==> src/rtl/cache_ctrl_fsm.sv <==
// cache_ctrl_fsm: control FSM of a 4-way set-associative cache.
// Looks up the four tag channels, picks a victim on a miss, runs the memory
// handshake (writeback / line fill / write-through) with a wait-cycle
// timeout, and issues the per-way write and LRU-age strobes.
// Build option: define CACHE_CTRL_WRITE_BACK_EN for write-back behaviour;
// when undefined the controller is write-through with write-allocate.
module cache_ctrl_fsm #(
    parameter int MEM_TO = 64
) (
    input  logic        clk,
    input  logic        rst,
    input  logic        cpu_req,
    input  logic        cpu_we,
    input  logic [11:0] cpu_addr,
    output logic        cpu_ack,
    output logic        cpu_hit,
    output logic        cpu_err,
    output logic        busy,
    output logic [7:0]  ch_tag,
    output logic [3:0]  ch_index,
    output logic [3:0]  ch_wr,
    output logic [3:0]  ch_age,
    output logic        ch_mod,
    input  logic [31:0] ch_tag_in,
    input  logic [3:0]  ch_valid,
    input  logic [11:0] ch_lru,
    input  logic [3:0]  ch_mod_in,
    output logic        mem_req,
    output logic        mem_we,
    output logic [11:0] mem_addr,
    input  logic        mem_ack
);

`ifdef CACHE_CTRL_WRITE_BACK_EN
    localparam logic WB_EN = 1'b1;
`else
    localparam logic WB_EN = 1'b0;
`endif

    localparam logic [2:0] S_IDLE   = 3'd0;
    localparam logic [2:0] S_LOOKUP = 3'd1;
    localparam logic [2:0] S_WBACK  = 3'd2;
    localparam logic [2:0] S_FILL   = 3'd3;
    localparam logic [2:0] S_UPDATE = 3'd4;
    localparam logic [2:0] S_WTHRU  = 3'd5;
    localparam logic [2:0] S_DONE   = 3'd6;

    logic [2:0]  state;
    logic        we_r;
    logic [11:0] addr_r;
    logic        hit_r;
    logic        err_r;
    logic [1:0]  way_r;
    logic [7:0]  wb_tag_r;
    logic [7:0]  cnt;

    logic [7:0]  tag_a [4];
    logic [2:0]  lru_a [4];
    logic        hit;
    logic [1:0]  hit_way;
    logic [1:0]  vic_way;
    logic        vic_found;
    logic [2:0]  best_lru;
    logic [2:0]  tgt_lru;
    logic        mem_phase;

    // Unpack the flat channel buses into per-way arrays.
    always_comb begin
        for (int w = 0; w < 4; w++) begin
            tag_a[w] = ch_tag_in[8*w +: 8];
            lru_a[w] = ch_lru[3*w +: 3];
        end
    end

    // Hit detection (lowest matching way wins) and victim choice on a miss:
    // lowest invalid way, else the way at lru=3, else highest lru (ties low).
    always_comb begin
        hit       = 1'b0;
        hit_way   = 2'd0;
        vic_way   = 2'd0;
        vic_found = 1'b0;
        best_lru  = lru_a[0];
        for (int w = 3; w >= 0; w--) begin
            if (ch_valid[w] && tag_a[w] == addr_r[11:4]) begin
                hit     = 1'b1;
                hit_way = 2'(w);
            end
        end
        for (int w = 3; w >= 0; w--) begin
            if (!ch_valid[w]) begin
                vic_found = 1'b1;
                vic_way   = 2'(w);
            end
        end
        if (!vic_found) begin
            for (int w = 3; w >= 0; w--) begin
                if (lru_a[w] == 3'd3) begin
                    vic_found = 1'b1;
                    vic_way   = 2'(w);
                end
            end
        end
        if (!vic_found) begin
            vic_way = 2'd0;
            for (int w = 1; w < 4; w++) begin
                if (lru_a[w] > best_lru) begin
                    best_lru = lru_a[w];
                    vic_way  = 2'(w);
                end
            end
        end
    end

    // Age every valid way younger than the target; an invalid target counts as age 3.
    always_comb begin
        tgt_lru = ch_valid[way_r] ? lru_a[way_r] : 3'd3;
        ch_age  = 4'b0000;
        if (state == S_UPDATE) begin
            for (int v = 0; v < 4; v++) begin
                if (2'(v) != way_r && ch_valid[v] && lru_a[v] < tgt_lru)
                    ch_age[v] = 1'b1;
            end
        end
    end

    // Main FSM; the wait counter restarts for every memory phase.
    always_ff @(posedge clk) begin
        if (rst) begin
            state    <= S_IDLE;
            we_r     <= 1'b0;
            addr_r   <= 12'd0;
            hit_r    <= 1'b0;
            err_r    <= 1'b0;
            way_r    <= 2'd0;
            wb_tag_r <= 8'd0;
            cnt      <= 8'd0;
        end else begin
            case (state)
                S_IDLE: begin
                    if (cpu_req) begin
                        we_r   <= cpu_we;
                        addr_r <= cpu_addr;
                        hit_r  <= 1'b0;
                        err_r  <= 1'b0;
                        cnt    <= 8'd0;
                        state  <= S_LOOKUP;
                    end
                end
                S_LOOKUP: begin
                    hit_r <= hit;
                    if (hit) begin
                        way_r <= hit_way;
                        state <= S_UPDATE;
                    end else begin
                        way_r    <= vic_way;
                        wb_tag_r <= tag_a[vic_way];
                        if (WB_EN && ch_valid[vic_way] && ch_mod_in[vic_way])
                            state <= S_WBACK;
                        else
                            state <= S_FILL;
                    end
                end
                S_WBACK, S_FILL, S_WTHRU: begin
                    if (mem_ack) begin
                        cnt <= 8'd0;
                        case (state)
                            S_WBACK: state <= S_FILL;
                            S_FILL:  state <= S_UPDATE;
                            default: state <= S_DONE;
                        endcase
                    end else if (cnt == 8'(MEM_TO - 1)) begin
                        cnt   <= 8'd0;
                        err_r <= 1'b1;
                        hit_r <= 1'b0;
                        state <= S_DONE;
                    end else begin
                        cnt <= cnt + 8'd1;
                    end
                end
                S_UPDATE: state <= (!WB_EN && we_r) ? S_WTHRU : S_DONE;
                S_DONE:   state <= S_IDLE;
                default:  state <= S_IDLE;
            endcase
        end
    end

    // Output decode, all derived from the state and registered request.
    always_comb begin
        mem_phase = (state == S_WBACK) || (state == S_FILL) || (state == S_WTHRU);
        busy      = (state != S_IDLE);
        cpu_ack   = (state == S_DONE);
        cpu_hit   = (state == S_DONE) && hit_r;
        cpu_err   = (state == S_DONE) && err_r;
        ch_tag    = busy ? addr_r[11:4] : 8'd0;
        ch_index  = busy ? addr_r[3:0] : 4'd0;
        ch_wr     = (state == S_UPDATE) ? 4'(4'b0001 << way_r) : 4'b0000;
        ch_mod    = 1'b0;
        if (WB_EN && state == S_UPDATE)
            ch_mod = hit_r ? (ch_mod_in[way_r] | we_r) : we_r;
        mem_req   = mem_phase;
        mem_we    = (state == S_WBACK) || (state == S_WTHRU);
        mem_addr  = 12'd0;
        if (state == S_WBACK)
            mem_addr = {wb_tag_r, addr_r[3:0]};
        else if (mem_phase)
            mem_addr = addr_r;
    end

endmodule

==> config.mk <==
export PLATFORM = sky130hd
export DESIGN_NAME = cache_ctrl_fsm
export DESIGN_NICKNAME = d
export VERILOG_FILES = /design/src/rtl/cache_ctrl_fsm.sv
export SDC_FILE = /design/constraint.sdc
export NUM_CORES = 1
export LEC_CHECK = 0
export CORE_ASPECT_RATIO = 1.4
export CORE_UTILIZATION = 43
export CTS_CLUSTER_DIAMETER = 50
export DETAILED_ROUTE_END_ITERATION = 8
export PLACE_DENSITY_LB_ADDON = 0.3
export SLEW_MARGIN = 20
export SYNTH_ARGS = -nofsm -noshare
export SYNTH_HDL_FRONTEND = slang
export SYNTH_SLANG_ARGS = --single-unit
==> constraint.sdc <==
create_clock -name clk -period 4.48 [get_ports clk]
set_clock_uncertainty 0.05 [all_clocks]
set_input_delay 0.896 -clock clk [delete_from_list [all_inputs] [get_ports clk]]
set_output_delay 0.896 -clock clk [all_outputs]
set_load 0.05 [all_outputs]
# Word-level counts from Yosys, hierarchy flattened
# Cells that the tools add are included.
# W data, S select, Z words.
# totals
inputBits	69
reg_bits	36
elab_cells	146
output_inout_bits	39
# op_classes
magnitude_cmp	10
shift	1
muxes	72
n_addsub	1
n_bitwise	3
n_eq_ne	22
n_reduce_logical	29
# op_table
op	count
$mux W8	6
$mux W2	18
$mux W3	11
$eq A8 B8 Y1	4
$mux W1	24
$mux W12	2
$eq A3 B2 Y1 const B	6
$bmux W8 S2	1
$pmux W8 S2	1
$logic_and A1 B1 Y1	14
$lt A3 B3 Y1	4
$mux W4	3
$pmux W3 S4	1
$eq A3 B3 Y1 const B	3
$gt A3 B3 Y1	3
$add A8 B1 Y8 const B	1
$eq A8 B6 Y1 const B	1
$reduce_and A2 Y1	4
$reduce_and A4 Y1	2
$bmux W3 S2	1
$ge A3 B3 Y1 const B	2
$ne A2 B2 Y1 const B	3
$not A2 Y3	2
$pmux W3 S2	1
15 further kinds	20

# Longest topological paths before layout
# logic_depth
word_depth	17
ltp_mapped	21
mapped_depth_nobuf	19

# Worst setup path after synthesis
# Ideal clock, no wire load.
# synth_timing
path_type	in2reg
startpoint	in ch_lru[1]
endpoint	reg wb_tag_r[7]
t_arrival_ps	4529
setup_slack_ps	-227
cell_stages	18
setup_ps	129
required_time_ps	4301
n_path_buf	1
path_cell_list	inv_1 ha_1 nor2b_1 o21ai_0 and2_1 nor2_1 mux2_2 ha_1 and3_1 a21oi_1 mux2_2 ha_1 a211oi_1 nor2_1 o311a_1 buf_2 a221oi_1 o32ai_1
# synth_between
elab_chain_cells	13
elab_cells_between_ends	20
cone_classes	order compare (3); eq/ne (1); mux (15); bitwise (1)
# synth_rtl
element	line	text
start: declaration	26	input logic [11:0] ch_lru,
$gt A3 B3 Y1	106	if (lru_a[w] > best_lru) begin
$mux W3	106	
$mux W3	103	if (!vic_found) begin
$gt A3 B3 Y1	106	
$mux W3	106	
$mux W3	103	
$gt A3 B3 Y1	106	
$mux W2	106	
$mux W2 *	103	
$not A2 Y3 (implied by the code) *	156	wb_tag_r <= tag_a[vic_way];
$bmux W8 S2 *	156	
$mux W8 (implied by the code) * (2 in a row)	156	
end signal: assignment	156	
end: declaration	54	logic [7:0] wb_tag_r;
# Every way passes the cells marked *; elsewhere a longest branch is shown, timed or not. The select of a mux whose other input is x is not followed.
# A chain may end at the register's enable or synchronous reset.

# Worst setup path in the final report
# layout_timing
startpoint	in ch_lru[1]
endpoint	reg wb_tag_r[1]
# The elaborated chain is that of the path after synthesis.

==> impl_metrics.ini <==
[clock_tree]
cts-htree-levels = 2
cts.sinks = 36
ctsRootBufferMaster = clkbuf_8
cts_tree = built
holdBufCountCts = 0
clock_latency_ps = 290
cts_buffer_depth = 2
clkTransAtPathRegs_ps = 70
cts_made_buffers = 5

[die]
core_region_area_mm2 = 0.007702
initial_core_util = 0.4410
die_x_um = 77.12
die_height_um = 107.2
rows = 38
io-pin-count = 108
die-area_mm2 = 0.008265

[global_routing]
overflow = 0
grt_pass1_wl_um = 17270
antenna_found_initial = 0
grt_max_degree = 23
grt_pass1_vias = 3620
grt_usage = 0.2600

[worst_setup_path]
crit_start = ch_lru[1]
cpPeakStageDelay_ps = 340
slowest_stage = mux2_4
reg2reg_depth = 6
critPathLaunchType = input pin
cp_num_buf_inv = 4
worst-path-stages = 20
cp.arrival_ps = 4630
critPathKind = input pin to flip-flop
crit_required_ps = 4620
r2r-start = addr_r[4]$_SDFFE_PP0P_
worstSetupEndpointType = flip-flop
critPathMostFrequentCell = ha_4
cp_max_fo = 8
worstPathCellList = buf_8 -> inv_4 -> ha_4 -> nor2b_4 -> o21ai_2 -> and2_4 -> nor2_4 -> mux2_4 -> ha_4 -> nand3b_1 -> a21oi_4 -> mux2_4 -> ha_4 -> a211oi_4 -> nor2_2 -> buf_4 -> o311ai_4 -> buf_6 -> a221oi_2 -> o32ai_1
crit_family = compound AO/OA/AOI/OAI gates

[finish]
fin_area_mm2 = 0.005150
syn_to_final_growth_pct = 51.60
instances_no_fill = 650
insertedDiodeCount = 0
layout-drive-gt1-share = 0.2145
fin_nets = 636
n_fill_cell = 641

[synthesis]
synth_nets = 525
netlist.area_leader.share = 0.2122
netlist_area_mm2 = 0.003397
synth_seq_cells = 36
postSynthAreaPerCell_um2 = 7.756
yosys-top-cells-count = nand2_1, dfxtp_1, xnor2_1, a21oi_1, and2_1
yosys-top-cells-area = dfxtp_1, xnor2_1, nand2_1
ys_warn_count = 0
syn_inst = 438
synthArstFlopShare = 0
synth_ff_type = dfxtp_1
yosysMostFrequentCell = nand2_1
synth_top_cell_by_area = dfxtp_1
synth_edf_count = 0
synth_cell_types = 59
synth_seq_area_share = 0.2122

[run_status]
outcome = complete, but fails checks
violations = negative setup slack

[placed_design]
hpwl_um = 8151
placed_area_mm2 = 0.004663
preCtsSetupSlack_ps = -895.1
numPortBuffers = 102
placed_cells = 635
gp_congestion = 0.8980

[routing]
ant_nets = 0
vias_per_cell = 5.651
drtIter0Drc = 186
wire_per_inst_um = 16.90
drtPass1Iterations = 6
wl_um = 10980
vias = 3673
drc = 0

[timing]
setup_viol = 1
rsz0062_at_grt = yes
post-route-period-util = 1.003
tightest_slew_ps = 565.6
timing.hold.ws_ps = 424.7
fin_tns_setup_ps = -13.02
finalMaxSlewViolations = 0
relSlewSlack = 0.6229
layout_min_cycle_time_ps = 4493
max_freq_ghz = 0.2226
fin_ws_ps = -13.02
hold_violations = 0

[power_and_ir_drop]
ir_worst_vdd_mv = 0.4163
p_leak_nw = 1.941
powerDensity_mw_per_mm2 = 358.8

[run]
maxCapViolCount = 0

[worst_hold_path]
hold_path.startpoint = addr_r[2]$_SDFFE_PP0P_
hold_depth = 2
min_path_type = flip-flop to flip-flop
## worst min-delay path, stage by stage (launching register included)
cell	delay, ps
dfxtp_1	320
nand2_1	50
a21oi_1	60
## layout make-up
type | count | area, um^2 | share of cell area
Multi-Input combinational cell | 352 | 2813 | 0.5462
Timing Repair Buffer | 137 | 1333 | 0.2587
Sequential cell | 36 | 720.7 | 0.1399
Tap cell | 100 | 125.1 | 0.02430
Clock buffer | 6 | 82.58 | 0.01603
Inverter | 17 | 66.31 | 0.01288
Clock inverter | 2 | 10.01 | 0.001944
## per-stage QoR
stage | utilization | total power [mW]
2_1_floorplan | - | 1.201
5_1_grt | 0.6686 | 1.967
3_3_place_gp | 0.6054 | 1.494
3_5_place_dp | 0.6054 | 1.512
6_report | 0.6686 | 1.848
4_1_cts | 0.6413 | 1.797
## per-layer routing
| metal | up-vias | share of wire | global-route usage |
|---|---|---|---|
| met5 | - | 0 | 0 |
| met4 | 0 | 0.041 | 0.1038 |
| met3 | 40 | 0.062 | 0.03489 |
| met2 | 142 | 0.50 | 0.4671 |
| met1 | 1703 | 0.40 | 0.3082 |
| li1 | 1788 | - | - |
## cells in the final DEF (no fill, tap or decap), types with 8 or more instances in the layout
cell             synthesis  routed
clkdlybuf4s50_1          0      92
nor2_1                  21      19
dfxtp_1                 36      36
a21oi_1                 30      28
ha_1                    18      12
xnor2_1                 33      33
buf_4                    9      30
nand2_1                 62      61
o21ai_0                 18      16
a221oi_2                 1      10
and3_1                  17      15
and2_1                  24      23
inv_1                   17      15
nand4_1                  8       8
## worst paths after layout
path / slack [ps] / to
min: 420 / addr_r[2]$_SDFFE_PP0P_
min reg2reg: 420 / addr_r[2]$_SDFFE_PP0P_
max reg2reg: 2140 / wb_tag_r[4]$_SDFFE_PP0P_
max: -10 / wb_tag_r[1]$_SDFFE_PP0P_
## registers in the layout (all words and copies together) (netlist names)
register	count
err_r	1
way_r	2
wb_tag_r	8
we_r	1
addr_r	12
state	3
hit_r	1
cnt	8
## logic make-up after synthesis
kind of cell               Yosys count  share of synthesized area
and+or+nand+nor                    183                     0.2906
AOI/OAI and AO/OA                   96                     0.1941
buffers and inverters               50                    0.07366
xor gates and xnor gates            38                    0.09797
DFF                                 36                     0.2122
adders and majority gates           18                    0.06630
muxes                               16                    0.06409
other                                1                   0.001104
## power breakdown
| group | switching (mW) | internal, mW | leakage (nW) |
|---|---|---|---|
| registers | 0.0987 | 0.381 | 0.293 |
| clock network | 0.115 | 0.123 | 0.0510 |
| logic | 0.654 | 0.476 | 1.60 |
| total | 0.868 | 0.980 | 1.94 |
## what timing repair did
| item | 4_1_cts | 5_1_grt |
|---|---|---|
| gates resized for setup | 42 | 40 |
| setup endpoints to repair | 10 | 10 |
| pin swaps | 14 | 17 |
| buffers inserted | 4 | 3 |
No activity file was read; power rests on OpenSTA's default activity.
==> RTL edit, RTL diff (same settings) <==
Build with the macro `CACHE_CTRL_WRITE_BACK_EN` defined.
--- a/src/rtl/cache_ctrl_fsm.sv
+++ b/src/rtl/cache_ctrl_fsm.sv
@@ -4,6 +4,8 @@
 // timeout, and issues the per-way write and LRU-age strobes.
 // Build option: define CACHE_CTRL_WRITE_BACK_EN for write-back behaviour;
 // when undefined the controller is write-through with write-allocate.
+`define CACHE_CTRL_WRITE_BACK_EN
+
 module cache_ctrl_fsm #(
     parameter int MEM_TO = 64
 ) (
Formal check against the unedited RTL: not equivalent (a bounded check fails within 4 cycles, from zero or initial values and one cycle with rst high).
==> RTL edit against the original RTL <==
The flow still finishes with violations (setup timing); sequential cell count did not move; synthesized cell count is 4.8% lower; non-clock buffer count rose by 2; synthesized area decreased by 2.4%; clock power grew 22%; routed wire length fell by 2.3%; setup slack worse by 11 ps; power fell by 4.4%; critical path depth is 1 higher; combinational power decreased by 13%; sequential power is 3% higher; final area down 4.4%; highest routed layer unchanged.
==> RTL edit: results (changes against the original RTL) <==
status=finished, violations left; failing checks=setup timing; setup TNS=-26.1 ps (-13.1 ps); flop2flop setup slack=1990 ps (-150 ps); Reg-to-Reg Start=addr_r[6]; Post-synth top cells=61 x nand2_1, 36 x dfxtp_1, 36 x mux2i_1, 31 x a21oi_1, 25 x xnor2_1; largest net degree at the start of global routing=29 (+26%); hold_sp=cnt[7]; Post-DP HPWL=7940 um (-2.6%); CP max FO=5 (-3); placed inst area=0.00459 mm2 (-1.6%); Non-Filler Instances=637 (-2.0%); Comb pwr share=0.556 (-0.056); post-synthesis cell type count=55 (-6.8%); vias in the first global route=3,655 (+0.97%); DR WL/cell=16.8 um (-0.34%); mux contribution to synthesized area=0.154 (+0.0899); Cells after Synth=417 (-4.8%); Syn Nets=504 (-4.0%); Hold Worst Slack=411 ps (-13.4 ps); Synth area leaders=dfxtp_1 22%, mux2i_1 11%, nand2_1 6.9%; Pleak=1.92 nW (-1.1%); total global-route track usage=0.262 (+0.00197); crit path DAT=4650 ps (+20 ps); met3 usage=0.0464 (+0.0115); routability congestion estimate=0.896 (-0.23%); fin nets=626 (-1.6%); Sw Pwr=791 uW (-8.8%); Inst Count DP=617 (-2.8%); pre-CTS WS=-753 ps (+142 ps); VDD IR-drop max=0.498 mV (+20%); setup ws final=-24.4 ps (-11.3 ps); first-pass GRT wire length=16,900 um (-1.9%); drt first pass iters=4 (-2); final setup fails=2 (+1); vias=3,564 (-3.0%); met2 routed WL=5560 um (+1.2%); buffers added on ports=107 (+4.9%); Post-Synth XOR/XNOR Area=0.0925 (-0.00552); share of cells above drive strength 1=0.150 (-0.0645); met2 Usage GRT=0.501 (+0.0335)
[RTL edit: repair_timing]
item,4_1_cts,5_1_grt
resized for setup,23,33
pin swaps,9,14
setup endpoints to repair,11,11
gates cloned,2,0
buffers inserted,4,6
[RTL edit: layout make-up]
type | instances | area, um2
Multi-Input combinational cell | 345 | 2510
Fill cell | 630 | 2480
Timing Repair Buffer | 139 | 1410
Sequential cell | 36 | 721
Tap cell | 97 | 121
Clock buffer | 6 | 72.6
Inverter | 12 | 50.0
Clock inverter | 2 | 35.0
[RTL edit: critical path: cells and delay by family]
family / cells / cell delay [ps]
AOI/OAI and AO/OA: 6 / 1290
adders and majority gates: 3 / 730
muxes: 3 / 630
buffers and inverters: 5 / 580
and+or+nand+nor: 4 / 530
[RTL edit: path summary, 6_finish.rpt]
path,to,cells after the start
max,wb_tag_r[6],21
min,cnt[7],1
max reg2reg,wb_tag_r[2],7
min reg2reg,cnt[7],1
